[config.mk]
export PLATFORM = sky130hd
export DESIGN_NAME = i2c_req_arbiter
export DESIGN_NICKNAME = d
export VERILOG_FILES = /design/src/rtl/i2c_req_arbiter.sv
export SDC_FILE = /design/constraint.sdc
export NUM_CORES = 1
export LEC_CHECK = 0
export BUFFER_PORTS_ARGS = -buffer_cell sky130_fd_sc_hd__buf_2
export CORE_MARGIN = 2
export CORE_UTILIZATION = 55
export CTS_BUF_LIST = sky130_fd_sc_hd__clkbuf_4
export DETAILED_ROUTE_END_ITERATION = 8
export PLACE_DENSITY = 0.88
export SYNTH_ARGS = -nofsm -noshare
export SYNTH_HDL_FRONTEND = slang
export SYNTH_SLANG_ARGS = --single-unit
[constraint.sdc]
create_clock -name clk -period 7.07 [get_ports clk]
set_input_delay 0.707 -clock clk [delete_from_list [all_inputs] [get_ports clk]]
set_output_delay 0.707 -clock clk [all_outputs]
set_load 0.02 [all_outputs]
[src/rtl/i2c_req_arbiter.sv]
// Round-robin arbiter sharing one i2c_controller between NUM_REQ requesters.
// Latency: gnt one cycle after req is seen in IDLE, new_data one cycle later; rsp_valid one cycle after done rises.
// Backpressure: no grant while the controller reports bus_busy; losers keep req high and stay pending.
// Optional macro I2C_ARB_RETRY_EN compiles in the NACK retry counter and retry path.
module i2c_req_arbiter #(
  parameter int NUM_REQ        = 4,
  parameter int MAX_RETRY      = 2,
  parameter int TIMEOUT_CYCLES = 16000
) (
  input  logic                 clk,
  input  logic                 rst_n,
  input  logic [NUM_REQ-1:0]   req,
  input  logic [7*NUM_REQ-1:0] req_addr,
  input  logic [NUM_REQ-1:0]   req_rw,
  input  logic [8*NUM_REQ-1:0] req_wdata,
  output logic [NUM_REQ-1:0]   gnt,
  output logic [NUM_REQ-1:0]   rsp_valid,
  output logic [7:0]           rsp_rdata,
  output logic                 rsp_err,
  output logic                 rsp_timeout,
  output logic                 i2c_new_data,
  output logic [6:0]           i2c_addr,
  output logic                 i2c_rw,
  output logic [7:0]           i2c_data_in,
  input  logic [7:0]           i2c_data_out,
  input  logic                 i2c_bus_busy,
  input  logic                 i2c_ack_error,
  input  logic                 i2c_done
);

  localparam int IDXW = (NUM_REQ > 1) ? $clog2(NUM_REQ) : 1;
  localparam int WDW  = $clog2(TIMEOUT_CYCLES + 1);
  localparam logic [WDW-1:0] WD_LAST = WDW'(TIMEOUT_CYCLES - 1);

  typedef enum logic [2:0] {IDLE, ISSUE, WAIT_BUSY, WAIT_DONE, RESP, DRAIN} state_t;

  state_t             state_q, state_d;
  logic [IDXW-1:0]    ptr_q, ptr_d;
  logic [WDW-1:0]     wd_q, wd_d;
  logic               done_q;
  logic               done_rise;
  logic               retry_now;
  logic               found;
  logic [IDXW-1:0]    win;

  logic [NUM_REQ-1:0] gnt_d, rsp_valid_d;
  logic [7:0]         rsp_rdata_d, i2c_data_in_d;
  logic               rsp_err_d, rsp_timeout_d, i2c_new_data_d, i2c_rw_d;
  logic [6:0]         i2c_addr_d;

`ifdef I2C_ARB_RETRY_EN
  logic [2:0] retry_q, retry_d;
`else
  logic unused_max_retry;
  assign unused_max_retry = (MAX_RETRY != 0);
`endif

  assign done_rise = i2c_done && !done_q;

  // A NACKed completion is re-issued only while retries remain; timeouts never retry.
`ifdef I2C_ARB_RETRY_EN
  assign retry_now = i2c_ack_error && (retry_q < 3'(MAX_RETRY));
`else
  assign retry_now = 1'b0;
`endif

  // Round-robin search: first set req bit starting just above the last winner.
  always_comb begin
    found = 1'b0;
    win   = '0;
    for (int k = 1; k <= NUM_REQ; k++) begin
      if (!found && req[(int'(ptr_q) + k) % NUM_REQ]) begin
        found = 1'b1;
        win   = IDXW'((int'(ptr_q) + k) % NUM_REQ);
      end
    end
  end

  // Next-state and next-output logic; pulse outputs default low, latched fields hold.
  always_comb begin
    state_d        = state_q;
    ptr_d          = ptr_q;
    wd_d           = wd_q;
    gnt_d          = '0;
    rsp_valid_d    = '0;
    rsp_rdata_d    = rsp_rdata;
    rsp_err_d      = rsp_err;
    rsp_timeout_d  = rsp_timeout;
    i2c_new_data_d = 1'b0;
    i2c_addr_d     = i2c_addr;
    i2c_rw_d       = i2c_rw;
    i2c_data_in_d  = i2c_data_in;
`ifdef I2C_ARB_RETRY_EN
    retry_d        = retry_q;
`endif
    case (state_q)
      IDLE: begin
        if (!i2c_bus_busy && found) begin
          ptr_d         = win;
          gnt_d         = NUM_REQ'(1) << win;
          i2c_addr_d    = req_addr[7*win +: 7];
          i2c_rw_d      = req_rw[win];
          i2c_data_in_d = req_wdata[8*win +: 8];
          state_d       = ISSUE;
        end
      end
      ISSUE: begin
        i2c_new_data_d = 1'b1;
        wd_d           = '0;
        state_d        = WAIT_BUSY;
      end
      WAIT_BUSY: begin
        if (wd_q == WD_LAST) begin
          rsp_valid_d   = NUM_REQ'(1) << ptr_q;
          rsp_rdata_d   = 8'h00;
          rsp_err_d     = 1'b1;
          rsp_timeout_d = 1'b1;
          state_d       = RESP;
        end else begin
          wd_d = wd_q + 1'b1;
          if (i2c_bus_busy) state_d = WAIT_DONE;
        end
      end
      WAIT_DONE: begin
        if (done_rise) begin
          if (retry_now) begin
`ifdef I2C_ARB_RETRY_EN
            retry_d = retry_q + 3'd1;
`endif
            state_d = ISSUE;
          end else begin
            rsp_valid_d   = NUM_REQ'(1) << ptr_q;
            rsp_rdata_d   = i2c_rw ? i2c_data_out : 8'h00;
            rsp_err_d     = i2c_ack_error;
            rsp_timeout_d = 1'b0;
            state_d       = RESP;
          end
        end else if (wd_q == WD_LAST) begin
          rsp_valid_d   = NUM_REQ'(1) << ptr_q;
          rsp_rdata_d   = 8'h00;
          rsp_err_d     = 1'b1;
          rsp_timeout_d = 1'b1;
          state_d       = RESP;
        end else begin
          wd_d = wd_q + 1'b1;
        end
      end
      RESP: begin
        rsp_rdata_d   = 8'h00;
        rsp_err_d     = 1'b0;
        rsp_timeout_d = 1'b0;
`ifdef I2C_ARB_RETRY_EN
        retry_d       = 3'd0;
`endif
        state_d       = i2c_bus_busy ? DRAIN : IDLE;
      end
      DRAIN: begin
        if (!i2c_bus_busy) state_d = IDLE;
      end
      default: state_d = IDLE;
    endcase
  end

  // State, pointer, watchdog and all registered outputs.
  always_ff @(posedge clk or negedge rst_n) begin
    if (!rst_n) begin
      state_q      <= IDLE;
      ptr_q        <= IDXW'(NUM_REQ - 1);
      wd_q         <= '0;
      done_q       <= 1'b0;
      gnt          <= '0;
      rsp_valid    <= '0;
      rsp_rdata    <= 8'h00;
      rsp_err      <= 1'b0;
      rsp_timeout  <= 1'b0;
      i2c_new_data <= 1'b0;
      i2c_addr     <= 7'h00;
      i2c_rw       <= 1'b0;
      i2c_data_in  <= 8'h00;
`ifdef I2C_ARB_RETRY_EN
      retry_q      <= 3'd0;
`endif
    end else begin
      state_q      <= state_d;
      ptr_q        <= ptr_d;
      wd_q         <= wd_d;
      done_q       <= i2c_done;
      gnt          <= gnt_d;
      rsp_valid    <= rsp_valid_d;
      rsp_rdata    <= rsp_rdata_d;
      rsp_err      <= rsp_err_d;
      rsp_timeout  <= rsp_timeout_d;
      i2c_new_data <= i2c_new_data_d;
      i2c_addr     <= i2c_addr_d;
      i2c_rw       <= i2c_rw_d;
      i2c_data_in  <= i2c_data_in_d;
`ifdef I2C_ARB_RETRY_EN
      retry_q      <= retry_d;
`endif
    end
  end

endmodule

Word level (Yosys, flattened, before mapping)
Cells that the tools add are included.

Add/sub/neg operators: 5. Multipliers: 1. $lt $le $gt $ge: 5. Eq/ne operators: 11. Shifts and indexed selects: 4. Multiplexer cells: 49. Bitwise logic cells: 4. Reduce and logical (&&, ||, !) cells: 20.

Operators by type and width (number): $pmux W14 S3 (1); $shiftx A32 B6 Y8 (1); $mux W14 (2); $shiftx A28 B6 Y7 (1); $mux W8 (3); $pmux W8 S3 (1); $mux W3 (7); $mux W1 (18); $pmux W3 S6 (1); $lt A3 B4 Y1 const B (4); $mux W4 (4); $add A14 B1 Y14 const B (1); $eq A14 B14 Y1 const B (1); $bmux W1 S2 (5); $mux W2 (4); $pmux W4 S2 (1); $reduce_or A2 Y1 (4); $shl A1 B2 Y4 const A (2); $eq A3 B2 Y1 const B (2); $eq A3 B3 Y1 const B (2); $ne A2 B2 Y1 const B (3); $ne A3 B3 Y1 const B (2); $pmux W1 S3 (2); $reduce_bool A3 Y1 (2); 11 further kinds (25).

Register bits: 55. Bits of input ports: 81. Logic and storage cells: 112.

Depth between registers and ports, before layout
Gate-level depths: netlist of run 1.

Depth after elaboration: 19. Mapped depth: 12.

Worst setup path after synthesis of run 1
OpenSTA, ideal clock, no wires.

Kind: reg2reg. Start point: register ptr_q[0]. End point: register i2c_addr[0]. Library setup time: 0.128 ns. Arrival time: 2.665 ns. Required time: 6.942 ns. Setup slack: 4.277 ns. Stages on the path, launching flop included: 13. Path buffers: 4. Period minus slack after synthesis: 2.793 ns. Path through: dfstp_2 -> buf_2 -> inv_2 -> ha_1 -> buf_6 -> mux2_4 -> o221ai_2 -> o21a_1 -> buf_6 -> nor3_2 -> buf_6 -> a222oi_1 -> nand2_1.

Cells in the longest elaborated chain, start to end: 16. Elaborated cells on any way between the ends: 34.

RTL lines: from (decl) (line 38) `logic [IDXW-1:0] ptr_q, ptr_d;`; from (signal assigned) (line 168) `ptr_q <= IDXW'(NUM_REQ - 1);`; from (signal assigned) (line 185) `ptr_q <= ptr_d;`; $add A2 B1 Y2 (line 72, 74); $bmux W1 S2 (line 72) `if (!found && req[(int'(ptr_q) + k) % NUM_REQ]) begin`; $mux W1 (not written as such) (2 in series) (line 72); $mux W1 (line 72); $logic_not A1 Y1 (line 72); $logic_and A1 B1 Y1 (line 72); $mux W1 (line 72); $logic_not A1 Y1 (line 72); $logic_and A1 B1 Y1 (line 72); $mux W1 (line 72); $logic_not A1 Y1 (line 72); $logic_and A1 B1 Y1 (line 72); $mux W2 / $mux W1 (equally long branches) (line 72); $mul A3 B2 Y5 / $logic_and A1 B1 Y1 (equally long branches) (line 101, 98); $shiftx A28 B6 Y7 / $reduce_and A2 Y1 (equally long branches); to (signal assigned) (line 194) `i2c_addr <= i2c_addr_d;`; to (decl) (line 22) `output logic [6:0] i2c_addr,`.

Parallel ways exist; a longest one is shown, timed or not. The select of a mux whose other input is x is not followed. A chain may end at the register's enable or synchronous reset.

Final worst setup path of run 1
Ends and elaborated chain as after synthesis.

==> impl_metrics.yaml, run 1 <==
power:
  ir_drop_mv: 0.194
  power.total_mw: 1.39
  power.density_mw_per_mm2: 371
  p_leak_nw: 1.89
global_routing:
  grt_first_pass_wirelength_mm: 12.9
  global_route.usage.total_pct: 25.8
  grt_max_degree: 56
  gr-total-overflow: 0
  antenna_found_initial: 0
  grt_pass1_vias: 2763
logic_synthesis:
  synthesis.area_mm2: 0.00310
  yosys_warnings: 0
  synth_largest_area_cell: "dfrtp_1"
  synth_xor_area_share_pct: 3.39
  postSynthCellCount: 304
  ys_types: 52
  synth_nets: 390
  synthTopCellsByArea: "dfrtp_1 (43%), nand2_1 (4.2%), o22ai_1 (4.2%)"
  synthFlopType: "dfrtp_1"
  synth_top_area_share_pct: 42.7
  synth_seq_cells: 55
  synth_edf_count: 0
  synth-compound-area-share_pct: 24.3
  syn_area_per_cell_um2: 10.2
  synth_top_family_by_area: "compound AO/OA/AOI/OAI gates"
  synth_most_common_cell: "dfrtp_1"
  synth.area.mux_share_pct: 5.76
  synthAdderAreaFrac_pct: 2.02
  async_reset_ff_share_pct: 100
  yosys.area_share.simple_pct: 15.9
  ys_top_cells_by_count: "dfrtp_1 (53), nand2_1 (35), nor2_1 (25)"
  yosysSeqAreaShare_pct: 44.4
place:
  port_buffers: 115
  routabilityCongestion: 0.837
  hpwl_mm: 5.84
  dpl-instance-area_mm2: 0.00367
sta:
  tns_ns: 0
  slew_violations: 0
  worst_pin_slew_ns: 0.908
  max_clock_freq_mhz: 273
  setup_viol: 0
  hold_viol_final: 0
  period_share_pct: 51.8
  fin_crit_ns: 3.66
  slew_headroom_pct: 39.1
  fin_skew_ns: 0.0176
  rsz0062_at_grt: "false"
clock_tree:
  ctsLongestPathBuffers: 2
  clk_latency_ns: 0.37
  cts_tree: "yes"
  cts_inserted_buffers: 5
  hold_buffers: 0
  cts_setup_buffers: 0
  clock_sinks: 55
  cts.repair.resized: 0
  cts.htree.levels: 2
  cts_root_buf: "clkbuf_4"
  clk_pin_slew_worst_paths_ns: 0.16
critical_path:
  crit_fanout: 14
  worst_path_max_delay_cell: "dfstp_2"
  crit_required_ns: 7.34
  path_cells: "inv_2 -> ha_1 -> mux2_4 -> o221ai_2 -> o21a_1 -> nor3_2 -> a222oi_1 -> nand2_1"
  critical_path_class: "register to register"
  cp.arrival_ns: 3.93
  slowest_delay_ns: 0.71
  end_kind: "register"
  path_buf_inv: 1
  critPathLaunchType: "register"
  crit_family: "compound AO/OA/AOI/OAI gates"
die:
  ioPinCount: 116
  dieArea_mm2: 0.00626
  start_util_pct: 56.7
  rows: 27
  dieWidth_um: 79.1
  die_height_um: 79.1
  design.core.area_mm2: 0.00547
drt:
  wl_mm: 7.84
  via_per_inst: 5.87
  dr.pass1.iters: 7
  drc: 0
  drt_iter0_drc: 244
  antenna_left: 0
  vias: 2824
  wl_per_cell_um: 16.3
hold_path:
  hold_path_class: "input port to async pin"
finish:
  drive_gt1_share_pct: 35.7
  finalNetCount: 494
  diodes: 0
  area_growth_pct: 20.2
  final_cell_area_mm2: 0.00373
  nFillCells: 441
run_status:
  status: "finished clean"
run:
  max_cap_violations: 0
[report_power, final]
part	total [mW]	switching, mW	internal, mW
sequential	0.495	0.0801	0.415
combinational	0.746	0.444	0.302
clock	0.144	0.103	0.0412
total	1.39	0.628	0.758
[stage by stage]
step	util (%)	setup WS, ns	hold WS [ns]	std cells
3_5_place_dp	67.1	3.41	0.492	473
6_report	68.2	3.41	0.441	481
2_1_floorplan	-	4.28	0.411	304
3_3_place_gp	67.1	3.60	0.482	473
5_1_grt	68.2	3.17	0.448	481
4_1_cts	68.2	3.40	0.458	481
[worst paths after layout]
path | depth (start not counted) | slack [ns] | to | start
max | 8 | 3.41 | i2c_addr[0] | ptr_q[0]
max in group asynchronous | 2 | 6.17 | wd_q[1] | rst_n
min reg2reg | 1 | 0.53 | rsp_rdata[5] | rsp_rdata[5]
min | 2 | 0.44 | rsp_valid[2] | rst_n
max reg2reg | 8 | 3.41 | i2c_addr[0] | ptr_q[0]
min in group clk | 1 | 0.47 | done_q | i2c_done
[layer usage]
layer  vias up  share of wire [%]  track usage [%]
met5         -                  0                0
met4         0                1.2             6.90
met3         9                7.3             5.80
met2       125                 48             41.3
met1      1338                 43             35.5
li1       1352                  -                -
[sequential cells by signal (all words and copies together) (netlist names)]
| signal | cells |
|---|---|
| i2c_new_data | 1 |
| state_q | 3 |
| wd_q | 14 |
| done_q | 1 |
| ptr_q | 2 |
| rsp_valid | 4 |
| rsp_timeout | 1 |
| rsp_rdata | 8 |
| i2c_rw | 1 |
| rsp_err | 1 |
| gnt | 4 |
| i2c_data_in | 8 |
| i2c_addr | 7 |
[cells in the final DEF (no fill, tap or decap), types with 4 or more instances in the layout]
cell type,count
mux2i_1,10
o21ai_1,4
a21oi_1,4
o22ai_1,21
xor2_1,11
nor2_1,25
o21ai_0,8
and3_1,4
a222oi_1,10
dfrtp_1,53
nand4_1,4
inv_1,4
o22a_1,6
a211o_1,11
buf_2,115
nand2_1,35
nand3_1,4
a21boi_1,4
and2_1,5
a22o_1,8
clkbuf_4,5
ha_1,5
[worst register-to-register path, stage by stage, from the launching register on]
cell	delay [ns]
dfstp_2	0.71
inv_2	0.15
ha_1	0.48
mux2_4	0.35
o221ai_2	0.51
o21a_1	0.60
nor3_2	0.25
a222oi_1	0.41
nand2_1	0.10
[cells by family (layout without fill, tap and decap cells)]
family | after synthesis | in the layout
and+or+nand+nor | 99 | 99
AOI/OAI and AO/OA | 92 | 92
DFF | 55 | 55
buffers and inverters | 25 | 130
muxes | 16 | 16
xor gates and xnor gates | 12 | 12
adders and majority gates | 5 | 5
[final cells by class]
class,instances,area (um2),share of cell area [%]
Clock buffer,5,37.5,1.01
Clock inverter,3,22.5,0.603
Inverter,5,18.8,0.503
Multi-Input combinational cell,224,1590,42.7
Sequential cell,55,1380,36.9
Tap cell,72,90.1,2.41
Timing Repair Buffer,117,591,15.8
Power figures use the tool's default switching activity.
==> run 2: changes to the inputs <==
CORE_UTILIZATION = 51   (was 55)
PLACE_DENSITY = 0.82   (was 0.88)
clock period = 3.4 ns   (was 7.07 ns; I/O delays follow)
==> run 2 against run 1 <==
Sequential cell count did not move. Die area increased by 7.4%. Count of clock-buffer cells in the layout stayed put. Hold slack got worse by 0.41 ns. Final area grew 1.5%. Sequential share of layout area shrank 0.56 points. Setup slack lost 3.2 ns. Largest cell class unchanged.
==> impl_metrics.yaml, run 2 (synthesis gave the netlist of run 1 again) <==
global_routing:
  grt_first_pass_wirelength_mm: 12.7
  antenna_found_initial: 0
  grt_max_degree: 38
  gr-total-overflow: 0
  grt_pass1_vias: 2737
  global_route.usage.total_pct: 24.4
drt:
  wl_per_cell_um: 15.9
  dr.pass1.iters: 4
  via_per_inst: 5.78
  vias: 2831
  wl_mm: 7.81
  drc: 0
  antenna_left: 0
  drt_iter0_drc: 175
power:
  clkPwrFrac_pct: 10.4
  p_leak_nw: 1.91
  p_sw_mw: 1.32
  power.internal_mw: 1.61
  power.density_mw_per_mm2: 775
  p_sw_share_pct: 45.0
  pwr-share-seq_pct: 35.2
  combPwrFrac_pct: 54.5
  ir_drop_mv: 0.481
finish:
  reg_top3: "wd_q (14), i2c_data_in (8), rsp_rdata (8)"
  area_growth_pct: 22.1
  drive_gt1_share_pct: 36.6
  largest_register_ffs: 14
  mostFrequentLayoutCells: "buf_2 (115), dfrtp_1 (53), nand2_1 (35), nor2_1 (25), o22ai_1 (21)"
  final_cell_area_mm2: 0.00379
  mostFrequentLayoutCell: "buf_2"
  finalNetCount: 500
  diodes: 0
  top_register: "wd_q"
  fin_cells: 490
sta:
  worst_pin_slew_ns: 0.821
  period_share_pct: 92.6
  hold_viol_final: 0
  setup_viol: 0
  tns_ns: 0
  fin_skew_ns: 0.0158
  rsz0062_at_grt: "false"
  slew_headroom_pct: 45.3
  slew_violations: 0
  max_clock_freq_mhz: 318
  fin_crit_ns: 3.15
die:
  die_height_um: 82.0
  dieWidth_um: 82.0
  start_util_pct: 52.7
  design.core.area_mm2: 0.00589
  rows: 28
  dieArea_mm2: 0.00673
  ioPinCount: 116
critical_path:
  end_kind: "register"
  critical_path_class: "register to register"
  cp.arrival_ns: 3.44
  r2r_start: "ptr_q[0]"
  ff2ff_path_depth: 9
  crit_required_ns: 3.69
  reg2reg_slack_ns: 0.25
  r2r_end: "i2c_addr[2]"
  crit_fanout: 12
  critPathLaunchType: "register"
clock_tree:
  clk_latency_ns: 0.39
  hold_buffers: 0
  cts_tree: "yes"
  clk_pin_slew_worst_paths_ns: 0.17
  cts_root_buf: "clkbuf_4"
  ctsLongestPathBuffers: 2
  cts_inserted_buffers: 5
  clock_sinks: 55
  cts.htree.levels: 2
hold_path:
  hold_path_class: "input port to async pin"
place:
  dp.cells: 482
  hpwl_mm: 5.79
  dpl-instance-area_mm2: 0.00372
  port_buffers: 115
  routabilityCongestion: 0.830
run_status:
  status: "finished clean"
run:
  max_cap_violations: 0
run 2: cell count changes in the layout (fill, tap and decap cells not counted), sizes merged:
| cell | change |
|---|---|
| buf | +6 |
| clkinv | -1 |
| clkinvlp | +1 |
run 2: how the worst max path moves through the flow:
stage               startpoint              to  slack, ns  depth (start not counted)
detailed placement    ptr_q[0]     i2c_addr[2]       0.12                          8
global route          ptr_q[0]     i2c_addr[5]       0.05                          9
finish                ptr_q[0]     i2c_addr[2]       0.25                          9
floorplan             ptr_q[0]     i2c_addr[0]       0.61                         12
CTS                   ptr_q[0]     i2c_addr[2]       0.10                          8
global placement      ptr_q[0]  i2c_data_in[1]       0.33                          8
run 2: cell type report:
type,count,area [um2]
Fill cell,488,2100
Multi-Input combinational cell,224,1600
Sequential cell,55,1380
Timing Repair Buffer,123,636
Tap cell,75,93.8
Clock buffer,5,37.5
Clock inverter,3,25.0
Inverter,5,18.8
run 2: what timing repair did:
action / in CTS / in global routing
hold endpoints to repair: 0 / 0
resized for setup: 0 / 1
setup endpoints to repair: 0 / 10
setup buffers: 0 / 0
run 2: metal layers:
| layer | part of all wire, % | GRT usage [%] | routed length, um |
|---|---|---|---|
| met3 | 6.7 | 5.16 | 524 |
| met5 | 0 | 0 | 0 |
| met4 | 1.2 | 6.00 | 96 |
| met1 | 44 | 33.2 | 3460 |
| met2 | 48 | 39.9 | 3720 |
run 2: stage by stage:
step | utilization (%) | hold WS, ns | setup WS (ns) | power, mW
after global routing | 64.4 | 0.0562 | 0.0471 | 3.17
after detailed placement | 63.2 | 0.477 | 0.118 | 2.63
after global placement | 63.2 | 0.468 | 0.329 | 2.58
after CTS | 64.3 | 0.0520 | 0.103 | 2.94
after floorplan | - | 0.0444 | 0.607 | 2.22
final | 64.4 | 0.0295 | 0.252 | 2.94
run 2: power by group through the flow:
stage          Sequential, mW  Clock (mW)  Combinational (mW)
2_1_floorplan            1.18           0                1.04
3_3_place_gp             1.04           0                1.54
3_5_place_dp             1.04           0                1.59
4_1_cts                  1.03       0.313                1.59
5_1_grt                  1.06       0.347                1.76
6_report                 1.03       0.305                1.60
run 2: critical path, stage by stage, from the launching register on:
cell and delay, ns:
dfstp_2 0.70, inv_2 0.15, ha_1 0.48, mux2i_1 0.17, o221ai_2 0.58, o21a_1 0.23
nor3_2 0.05, buf_4 0.21, a222oi_1 0.38, nand2_1 0.10
